### config.mk
export PLATFORM = sky130hd
export DESIGN_NAME = window_scheduler
export DESIGN_NICKNAME = d
export VERILOG_FILES = /design/src/rtl/window_scheduler.sv
export SDC_FILE = /design/constraint.sdc
export NUM_CORES = 1
export LEC_CHECK = 0
export BUFFER_PORTS_ARGS = -buffer_cell sky130_fd_sc_hd__buf_4
export CAP_MARGIN = 20
export CORE_ASPECT_RATIO = 1.25
export CORE_MARGIN = 2
export CORE_UTILIZATION = 35
export DETAILED_ROUTE_END_ITERATION = 7
export GPL_ROUTABILITY_DRIVEN = 0
export PLACE_DENSITY = 0.61
export SLEW_MARGIN = 20
export SYNTH_ARGS = -nofsm -noshare
export SYNTH_HDL_FRONTEND = slang
export SYNTH_SLANG_ARGS = --single-unit
export TNS_END_PERCENT = 30
### constraint.sdc
create_clock -name i_clk -period 2.2 [get_ports i_clk]
set_clock_uncertainty 0.15 [all_clocks]
set_input_delay 0.11 -clock i_clk [delete_from_list [all_inputs] [get_ports i_clk]]
set_output_delay 0.11 -clock i_clk [all_outputs]
set_load 0.02 [all_outputs]
### src/rtl/window_scheduler.sv
// Sequences a raster pixel stream into a sliding-window line buffer and flags
// only windows that lie fully inside the current frame.
module window_scheduler #(
  parameter int unsigned dataWidth    = 1,
  parameter int unsigned kernelWidth  = 2,
  parameter int unsigned kernelHeight = 2,
  parameter int unsigned imageWidth   = 256,
  parameter int unsigned imageHeight  = 256
) (
  input  logic                           i_clk,
  input  logic                           i_rst_n,
  input  logic                           i_start,
  input  logic [dataWidth-1:0]           i_pixel_data,
  input  logic                           i_pixel_valid,
  output logic                           o_pixel_ready,
  output logic [dataWidth-1:0]           o_buf_pixel_data,
  output logic                           o_buf_pixel_valid,
  output logic                           o_window_valid,
  input  logic                           i_window_ready,
  output logic [$clog2(imageWidth)-1:0]  o_col,
  output logic [$clog2(imageHeight)-1:0] o_row,
  output logic                           o_busy,
  output logic                           o_frame_done
);

  localparam int unsigned ColW = $clog2(imageWidth);
  localparam int unsigned RowW = $clog2(imageHeight);

  localparam logic [ColW-1:0] ColLast     = ColW'(imageWidth - 1);
  localparam logic [RowW-1:0] RowLast     = RowW'(imageHeight - 1);
  localparam logic [RowW-1:0] RowFillLast = RowW'((kernelHeight > 1) ? kernelHeight - 2 : 0);

  typedef enum logic [1:0] {StIdle, StFill, StRun, StDrain} state_e;

  state_e          state_q, state_d;
  logic [ColW-1:0] col_q, col_d;
  logic [RowW-1:0] row_q, row_d;
  logic            win_valid_q, win_valid_d;
  logic [ColW-1:0] win_col_q, win_col_d;
  logic [RowW-1:0] win_row_q, win_row_d;

  logic pixel_ready, acc, col_last, qualifies, frame_done;

  always_comb begin
    state_d     = state_q;
    col_d       = col_q;
    row_d       = row_q;
    win_valid_d = win_valid_q;
    win_col_d   = win_col_q;
    win_row_d   = win_row_q;

    // Hold the buffer whenever an unconsumed window is still being presented.
    pixel_ready = ((state_q == StFill) || (state_q == StRun)) && (!win_valid_q || i_window_ready);
    acc         = i_pixel_valid && pixel_ready;
    col_last    = (col_q == ColLast);
    qualifies   = (int'(col_q) >= int'(kernelWidth) - 1) &&
                  (int'(row_q) >= int'(kernelHeight) - 1);
    frame_done  = (state_q == StDrain) && win_valid_q && i_window_ready;

    case (state_q)
      StIdle: begin
        if (i_start) begin
          col_d   = '0;
          row_d   = '0;
          state_d = (kernelHeight == 1) ? StRun : StFill;
        end
      end
      StFill:  if (acc && col_last && (row_q == RowFillLast)) state_d = StRun;
      StRun:   if (acc && col_last && (row_q == RowLast)) state_d = StDrain;
      StDrain: if (frame_done) state_d = StIdle;
      default: state_d = StIdle;
    endcase

    if (acc) begin
      if (col_last) begin
        col_d = '0;
        row_d = (row_q == RowLast) ? '0 : row_q + 1'b1;
      end else begin
        col_d = col_q + 1'b1;
      end
    end

    // A new accept overwrites the presented window on the same edge it retires.
    if (acc) begin
      win_valid_d = qualifies;
      win_col_d   = col_q;
      win_row_d   = row_q;
    end else if (i_window_ready) begin
      win_valid_d = 1'b0;
    end
  end

  always_ff @(posedge i_clk or negedge i_rst_n) begin
    if (!i_rst_n) begin
      state_q     <= StIdle;
      col_q       <= '0;
      row_q       <= '0;
      win_valid_q <= 1'b0;
      win_col_q   <= '0;
      win_row_q   <= '0;
    end else begin
      state_q     <= state_d;
      col_q       <= col_d;
      row_q       <= row_d;
      win_valid_q <= win_valid_d;
      win_col_q   <= win_col_d;
      win_row_q   <= win_row_d;
    end
  end

  assign o_pixel_ready     = pixel_ready;
  assign o_buf_pixel_data  = i_pixel_data;
  assign o_buf_pixel_valid = acc;
  assign o_window_valid    = win_valid_q;
  assign o_col             = win_col_q;
  assign o_row             = win_row_q;
  assign o_busy            = (state_q != StIdle);
  assign o_frame_done      = frame_done;

endmodule

==> results.json, run 1 <==
{
  "cp_max_fo": 3,
  "clock.fmax_ghz": 0.4654,
  "num_rows": 29,
  "avgSynthCellArea_um2": 9.305,
  "combPwrFrac": 0.435,
  "cts-root-buf": "clkbuf_8",
  "grt_max_degree": 36,
  "status": "finished, final reports clean",
  "grt_pass1_vias": 1540,
  "cts_tree": "yes",
  "grt_usage": 0.1472,
  "drive_above_1_share": 0.2521,
  "synth_seq_cells": 35,
  "crit_type": "reg2reg",
  "rr_endpoint": "state_q[1]",
  "drv_slew": 0,
  "crit_chain": "inv_2 -> ha_1 -> or4b_4 -> nor4_4 -> a41oi_2 -> a21oi_2 -> mux2_4",
  "synth_edf_count": 0,
  "syn_area_mm2": 0.001852,
  "fin_ws_ns": 0.05138,
  "worstRegToRegCells": 7,
  "utilization": 0.4485,
  "synth_warnings": 0,
  "antenna_found_initial": 0,
  "path_buf_inv": 1,
  "whs_ns": 0.07017,
  "p_clk_frac": 0.204,
  "slowest_delay_ns": 0.47,
  "synth_seq_area_share": 0.4730,
  "relSlewSlack": 0.6895,
  "hold_path.class": "in2out",
  "cellPowerDensity_mw_per_mm2": 971.6,
  "syn_nets": 216,
  "nets": 254,
  "antennaDiodeCount": 0,
  "grt_pass1_wl_um": 7079,
  "reg2reg_from": "row_q[1]",
  "clk_path_buf_depth": 2,
  "clock_latency_ns": 0.28,
  "async_reset_ff_frac": 1.000,
  "synth_cell_types": 45,
  "p_seq_frac": 0.361,
  "wl_per_cell_um": 13.54,
  "vias_per_cell": 5.063,
  "cts.clk_slew.worst_paths_ns": 0.07,
  "start_util": 0.3645,
  "dp_slack_ns": 0.03687,
  "rsz0062_at_grt": "true",
  "worstPathArrival_ns": 2.17,
  "io_pins": 28,
  "setup.worst_path.start_class": "register",
  "ant_nets": 0,
  "finalSetupViolations": 0,
  "tightest_slew_ns": 0.4657,
  "power_mw": 2.214,
  "vias": 1519,
  "p_switching_mw": 0.8542,
  "whs_path_depth": 0,
  "drtIter0Drc": 93,
  "fin_crit_sh": 0.9766,
  "min_to": "o_buf_pixel_data",
  "tns_ns": 0,
  "cts_buffers": 5,
  "numPortBuffers": 25,
  "max-cap-violations": 0,
  "fp.dieW_um": 69.06,
  "internal_power_mw": 1.360,
  "hold_path_startpoint": "i_pixel_data",
  "layout_min_cycle_time_ns": 2.149,
  "max-vdd-ir-drop_v": 0.0005813,
  "crit_family": "simple AND/OR/NAND/NOR gates",
  "worstPathRequired_ns": 2.22,
  "clock-sinks": 35,
  "fillerInstances": 531,
  "dpl.hpwl_um": 2951,
  "p_leak_nw": 1.147,
  "area_growth_pct": 23.04,
  "wirelength_um": 4063,
  "cpMaxStageDelayCell": "or4b_4",
  "swShare": 0.3858,
  "die_height_um": 85.33,
  "die-area_mm2": 0.005893,
  "coreArea_mm2": 0.005080,
  "endpoint_kind": "register",
  "htree_levels": 2,
  "gr-total-overflow": 0,
  "first_pass_iters": 4,
  "drc": 0,
  "regToRegSetupSlack_ns": 0.05,
  "syn_inst": 199,
  "synth_flop_cell": "dfrtp_1",
  "hold_viol": 0
}
[layout by cell type (no fill, tap or decap), drive strengths merged, types with 3 or more instances in the layout]
cell / n
inv: 10
nand3: 6
a21oi: 7
nand2: 58
a31oi: 3
and3: 7
o21ai: 19
dfrtp: 35
nor4: 4
ha: 11
buf: 38
clkbuf: 6
nor2: 4
[layout make-up]
type	count	area, µm²	area share
clock buffer	6	72.57	0.03185
multi-input combinational	145	895.9	0.3932
inverter	10	37.54	0.01647
sequential	35	877.1	0.3850
tap	62	77.57	0.03405
timing repair buffer	40	305.3	0.1340
clock inverter	2	12.51	0.005491
[layer usage]
layer	part of all wire	global-route usage	vias up	routed length (µm)
met5	0	0	-	0
met4	0	0.04278	0	0
met3	0.026	0.03682	0	106
met2	0.52	0.2544	22	2111
met1	0.45	0.1822	746	1845
li1	-	-	751	-
[state kept, by name, indices dropped and copies added (netlist names)]
signal,count
o_row,8
col_q,8
state_q,2
row_q,8
o_window_valid,1
o_col,8
[kinds of logic after synthesis]
logic type	Yosys count	synth area share
buffers and inverters	19	0.05473
AO/OA/AOI/OAI	37	0.1237
adder cells (fa/ha/maj)	11	0.07432
XOR/XNOR	3	0.01419
flip-flops	35	0.4730
multiplexers	2	0.01149
AND/OR/NAND/NOR	92	0.2487
[power groups by stage]
stage	Sequential (mW)	Clock [mW]	Combinational, mW
floorplan	0.827	0	0.534
global placement	0.804	0	0.897
detailed placement	0.810	0	0.904
CTS	0.796	0.468	0.908
global route	0.816	0.496	1.07
finish	0.799	0.452	0.963
[per-stage QoR]
stage,cell area (µm²),instances
finish,2278,300
global route,2278,300
CTS,2248,299
detailed placement,2143,289
global placement,2143,289
floorplan,1852,199
[worst max-delay path by stage]
| stage | startpoint | slack (ns) | endpoint | cells after the start |
|---|---|---|---|---|
| final | row_q[1] | 0.05 | state_q[1] | 7 |
| after global routing | row_q[1] | -0.04 | state_q[1] | 7 |
| after CTS | row_q[1] | 0.03 | state_q[1] | 7 |
| after detailed placement | row_q[1] | 0.04 | state_q[1] | 7 |
| after global placement | row_q[1] | 0.07 | state_q[1] | 7 |
| after floorplan | row_q[0] | 0.08 | state_q[1] | 7 |
[timing repair]
item                       in CTS  in global routing
hold buffers                    2                  0
gates resized for setup         0                  6
setup endpoints to repair       0                  8
setup buffers                   0                  1
hold endpoints to repair       36                  0
[Yosys cell counts (2+ instances only)]
library cell  count  area (µm²)
nand2_1          58       217.7
and3_2            2       15.01
dfrtp_1          35       875.8
a31oi_1           3       18.77
nor2_1            4       15.01
nand4_1           2       12.51
nand3_1           6       30.03
buf_2             3       15.01
a21oi_1           6       30.03
inv_1            10       37.54
and3_1            5       31.28
ha_1             11       137.6
o21ai_1           5       25.02
xnor2_1           2       17.52
clkbuf_1          2       7.510
nor4_1            3       18.77
o21ai_0          14       70.07
(Power assumes the default switching activity.)
==> run 2, diff against run 1 <==
Settings changed: SETUP_SLACK_MARGIN set to 0.1.
==> results.json, run 2 (synthesized netlist as in run 1, its figures left out) <==
{
  "max-vdd-ir-drop_v": 0.0005842,
  "cts_buffers": 5,
  "nets": 253,
  "whs_ns": 0.07017,
  "final_area_mm2": 0.002253,
  "layout_min_cycle_time_ns": 2.147,
  "gr-total-overflow": 0,
  "grt_pass1_vias": 1503,
  "die_height_um": 85.33,
  "antennaDiodeCount": 0,
  "fin_crit_sh": 0.9758,
  "cts.clk_slew.worst_paths_ns": 0.07,
  "finalSetupViolations": 0,
  "drv_slew": 0,
  "layoutNonFillerInstCount": 299,
  "worstRegToRegCells": 7,
  "max-cap-violations": 0,
  "final_cell_mix": "nand2_1 (58), buf_4 (37), dfrtp_1 (34)",
  "drc": 0,
  "post-place-cells": 289,
  "worstPathRequired_ns": 2.23,
  "tightest_slew_ns": 0.4525,
  "htree_levels": 2,
  "first_pass_iters": 4,
  "dpl.hpwl_um": 2889,
  "whs_path_depth": 0,
  "ant_nets": 0,
  "setup.worst_path.start_class": "register",
  "slowest_delay_ns": 0.47,
  "cts_setup_buffers": 0,
  "fp.dieW_um": 69.06,
  "clk_path_buf_depth": 2,
  "crit_family": "simple AND/OR/NAND/NOR gates",
  "numPortBuffers": 25,
  "grt_pass1_wl_um": 6996,
  "io_pins": 28,
  "relSlewSlack": 0.6983,
  "cts-root-buf": "clkbuf_8",
  "area_growth_pct": 21.69,
  "power_mw": 2.170,
  "p_leak_nw": 1.140,
  "die-area_mm2": 0.005893,
  "drtIter0Drc": 167,
  "path_depth": 7,
  "antenna_found_initial": 0,
  "clock.fmax_ghz": 0.4658,
  "cellPowerDensity_mw_per_mm2": 962.9,
  "path_buf_inv": 1,
  "wl_per_cell_um": 13.17,
  "hold_path.class": "in2out",
  "coreArea_mm2": 0.005080,
  "cts_tree": "yes",
  "grt_max_degree": 36,
  "final_common_cell": "nand2_1",
  "num_rows": 29,
  "vias_per_cell": 5.030,
  "status": "finished, final reports clean",
  "crit_type": "reg2reg",
  "start_util": 0.3645,
  "rsz0062_at_grt": "true",
  "hold_viol": 0,
  "grt_usage": 0.1486,
  "worstPathArrival_ns": 2.17,
  "cp_max_fo": 3,
  "vias": 1504,
  "endpoint_kind": "register",
  "drive_above_1_share": 0.2447,
  "crit_chain": "inv_2 -> ha_1 -> or4b_4 -> nor4_4 -> a41oi_2 -> a21oi_2 -> mux2_4",
  "clock_latency_ns": 0.29,
  "clock-sinks": 35,
  "cpMaxStageDelayCell": "or4b_4",
  "wirelength_um": 3939,
  "dpl_cell_area_mm2": 0.002143
}
run 2: changes by cell type in the layout (fill, tap and decap cells not counted), sizes merged:
| cell | change |
|---|---|
| buf | -1 |
run 2: final timing paths:
kind / startpoint / end / slack (ns)
max: row_q[1] / state_q[1] / 0.05
min: i_pixel_data / o_buf_pixel_data / 0.07
max reg2reg: row_q[1] / state_q[1] / 0.05
min reg2reg: o_row[4] / o_row[4] / 0.33
max in group asynchronous: i_rst_n / col_q[0] / 1.40
min in group asynchronous: i_rst_n / o_row[6] / 0.16
run 2: cell type report:
cell class	count	area, µm²
fill	523	2826
tap	62	77.57
timing repair buffer	39	297.8
clock buffer	6	72.57
multi-input combinational	145	878.3
inverter	10	37.54
clock inverter	2	12.51
sequential	35	877.1
run 2: timing repair:
action / 4_1_cts / 5_1_grt
setup endpoints to repair: 1 / 11
gates resized for setup: 0 / 5
hold endpoints to repair: 36 / 0
hold buffers: 2 / 0
pin swaps: 0 / 1
run 2: layer usage:
layer / vias up / share of wire / global-route usage
li1: 755 / - / -
met1: 720 / 0.45 / 0.1832
met2: 24 / 0.51 / 0.2483
met3: 5 / 0.027 / 0.03563
met4: 0 / 0.011 / 0.06417
met5: - / 0 / 0
run 2: through the flow:
step / setup TNS [ns] / setup WS [ns] / util
floorplan: 0 / 0.07811 / -
global placement: 0 / 0.06858 / 0.4219
detailed placement: 0 / 0.02896 / 0.4219
CTS: 0 / 0.01688 / 0.4426
global route: -0.1069 / -0.06955 / 0.4436
finish: 0 / 0.05327 / 0.4436
run 2: power by group:
| group | internal, mW | switching [mW] | total, mW | leakage [nW] |
|---|---|---|---|---|
| logic | 0.382 | 0.537 | 0.919 | 0.621 |
| registers | 0.725 | 0.0732 | 0.798 | 0.478 |
| clock network | 0.221 | 0.231 | 0.452 | 0.0412 |
run 2: worst reg2reg max path, delay by kind of cell, from the launching register on:
family          cells  cell delay, ns
mux                 1            0.31
simple gates        2            0.65
compound gates      2            0.34
fa+ha+maj           1            0.13
buf+inv             1            0.06
flops               1            0.41
==> run 3, diff against run 2 <==
Settings changed: ABC_AREA set to 1, CORE_UTILIZATION 35 to 30, PLACE_DENSITY 0.61 to 0.55.
==> results.json, run 3 <==
{
  "status": "finished, final reports clean",
  "avgSynthCellArea_um2": 9.000,
  "fp.dieW_um": 73.63,
  "internal_power_mw": 1.209,
  "area_growth_pct": 19.41,
  "yosys.area.top_type": "dfrtp_1",
  "nets": 249,
  "vias": 1435,
  "crit_family": "buffers and inverters",
  "vias_per_cell": 4.799,
  "drive_above_1_share": 0.2318,
  "max-cap-violations": 0,
  "synth_cell_types": 26,
  "cts_buffers": 5,
  "synth_edf_count": 0,
  "grt_pass1_vias": 1466,
  "cts-root-buf": "clkbuf_8",
  "antennaDiodeCount": 0,
  "dp_slack_ns": 0.2999,
  "cts.clk_slew.worst_paths_ns": 0.07,
  "wirelength_um": 3981,
  "syn_inst": 202,
  "coreArea_mm2": 0.005818,
  "hold_viol": 0,
  "combPwrFrac": 0.387,
  "syn_nets": 219,
  "grt_pass1_wl_um": 6893,
  "final_common_cell": "nand2_1",
  "p_seq_frac": 0.387,
  "clk_path_buf_depth": 2,
  "io_pins": 28,
  "clock_latency_ns": 0.29,
  "drv_slew": 0,
  "crit_chain": "inv_1 -> ha_1 -> nand3_4 -> inv_1 -> buf_4",
  "cp_common_cell": "inv_1",
  "utilization": 0.3731,
  "synth_seq_area_share": 0.4818,
  "setup.worst_path.start_class": "register",
  "synth_common_cells": "nand2_1 (42), dfrtp_1 (35), o21ai_0 (24)",
  "syn_area_mm2": 0.001818,
  "die_height_um": 91.04,
  "layout_min_cycle_time_ns": 1.907,
  "cpMaxStageDelayCell": "dfrtp_1",
  "relSlewSlack": 0.6970,
  "drc": 0,
  "cp_max_fo": 12,
  "cellPowerDensity_mw_per_mm2": 929.5,
  "drtIter0Drc": 36,
  "num_rows": 31,
  "async_reset_ff_frac": 1.000,
  "synth_warnings": 0,
  "swShare": 0.4010,
  "antenna_found_initial": 0,
  "worstPathArrival_ns": 1.65,
  "htree_levels": 2,
  "crit_type": "reg2out",
  "dpl.hpwl_um": 2944,
  "first_pass_iters": 4,
  "max-vdd-ir-drop_v": 0.0004670,
  "p_leak_nw": 1.032,
  "p_clk_frac": 0.226,
  "synth.top_cell.area_share": 0.4818,
  "cts_tree": "yes",
  "p_switching_mw": 0.8092,
  "start_util": 0.3125,
  "endpoint_kind": "output port",
  "final_cell_mix": "nand2_1 (42), dfrtp_1 (35), buf_4 (26)",
  "ant_nets": 0,
  "die-area_mm2": 0.006702,
  "cts_setup_buffers": 0,
  "gr-total-overflow": 0,
  "synth_flop_cell": "dfrtp_1",
  "dpl_cell_area_mm2": 0.002077,
  "synth.most_common_cell": "nand2_1",
  "wl_per_cell_um": 13.31,
  "path_buf_inv": 3,
  "clock-sinks": 35,
  "slowest_delay_ns": 0.40,
  "synth_area_leaders": "dfrtp_1 (48%), nand2_1 (8.7%), ha_1 (7.6%)",
  "finalSetupViolations": 0,
  "fin_crit_sh": 0.8670,
  "numPortBuffers": 25,
  "synth_seq_cells": 35,
  "final_area_mm2": 0.002171,
  "hold_path.class": "in2reg",
  "clock.fmax_ghz": 0.5243,
  "rsz0062_at_grt": "false",
  "grt_max_degree": 36,
  "fin_ws_ns": 0.2926,
  "grt_usage": 0.1312,
  "tns_ns": 0,
  "worstPathRequired_ns": 1.94,
  "tightest_slew_ns": 0.4545
}
## run 3: kinds of logic after synthesis
logic type | after synthesis | share of synthesized area
buf+inv | 29 | 0.06194
compound gates | 38 | 0.1225
flops | 35 | 0.4818
xor+xnor | 8 | 0.03854
simple gates | 81 | 0.2195
fa+ha+maj | 11 | 0.07570
## run 3: layout make-up
cell class                 instances  area [µm²]
multi-input combinational        138       829.5
fill                             596        3647
clock buffer                       5       68.82
sequential                        35       875.8
tap                               66       82.58
clock inverter                     3       15.01
inverter                          25       93.84
timing repair buffer              27       205.2
## run 3: metrics by stage
stage          hold slack (ns)  power [mW]  instances
2_1_floorplan          -0.3356       1.318        202
3_3_place_gp          -0.05419       1.576        290
6_report               0.04814       2.018        299
4_1_cts                0.05504       2.044        299
3_5_place_dp          -0.05758       1.577        290
5_1_grt                0.07008       2.167        299
## run 3: timing repair
item                                   in CTS  in global routing
endpoints found under the hold margin      35                  0
hold buffers                                1                  0
resized for setup                           0                  0
## run 3: worst min-delay path, stage by stage
cell	delay [ns]
buf_4	0.08
nand2_1	0.09
nand3_1	0.12
o21ai_2	0.05
## run 3: path summary, 6_finish.rpt
path | start | slack [ns] | depth (start not counted) | end
worst max-delay path | state_q[0] | 0.29 | 5 | o_buf_pixel_valid
max in group asynchronous | i_rst_n | 1.41 | 2 | row_q[7]
worst min-delay path | i_start | 0.05 | 4 | row_q[2]
worst min register to register | o_row[7] | 0.34 | 2 | o_row[7]
worst max register to register | state_q[0] | 0.29 | 7 | row_q[6]
min in group asynchronous | i_rst_n | 0.15 | 2 | col_q[0]
## run 3: power by group through the flow
| stage | Sequential, mW | Combinational (mW) | Clock (mW) |
|---|---|---|---|
| finish | 0.781 | 0.781 | 0.457 |
| detailed placement | 0.793 | 0.785 | 0 |
| floorplan | 0.811 | 0.507 | 0 |
| global route | 0.793 | 0.878 | 0.496 |
| CTS | 0.781 | 0.791 | 0.471 |
| global placement | 0.790 | 0.786 | 0 |
## run 3: routing by layer
layer / part of all wire / GRT usage / wire length (µm)
met5: 0 / 0 / 0
met4: 0.013 / 0.04545 / 52
met3: 0.041 / 0.02997 / 163
met2: 0.50 / 0.2128 / 1987
met1: 0.45 / 0.1688 / 1778
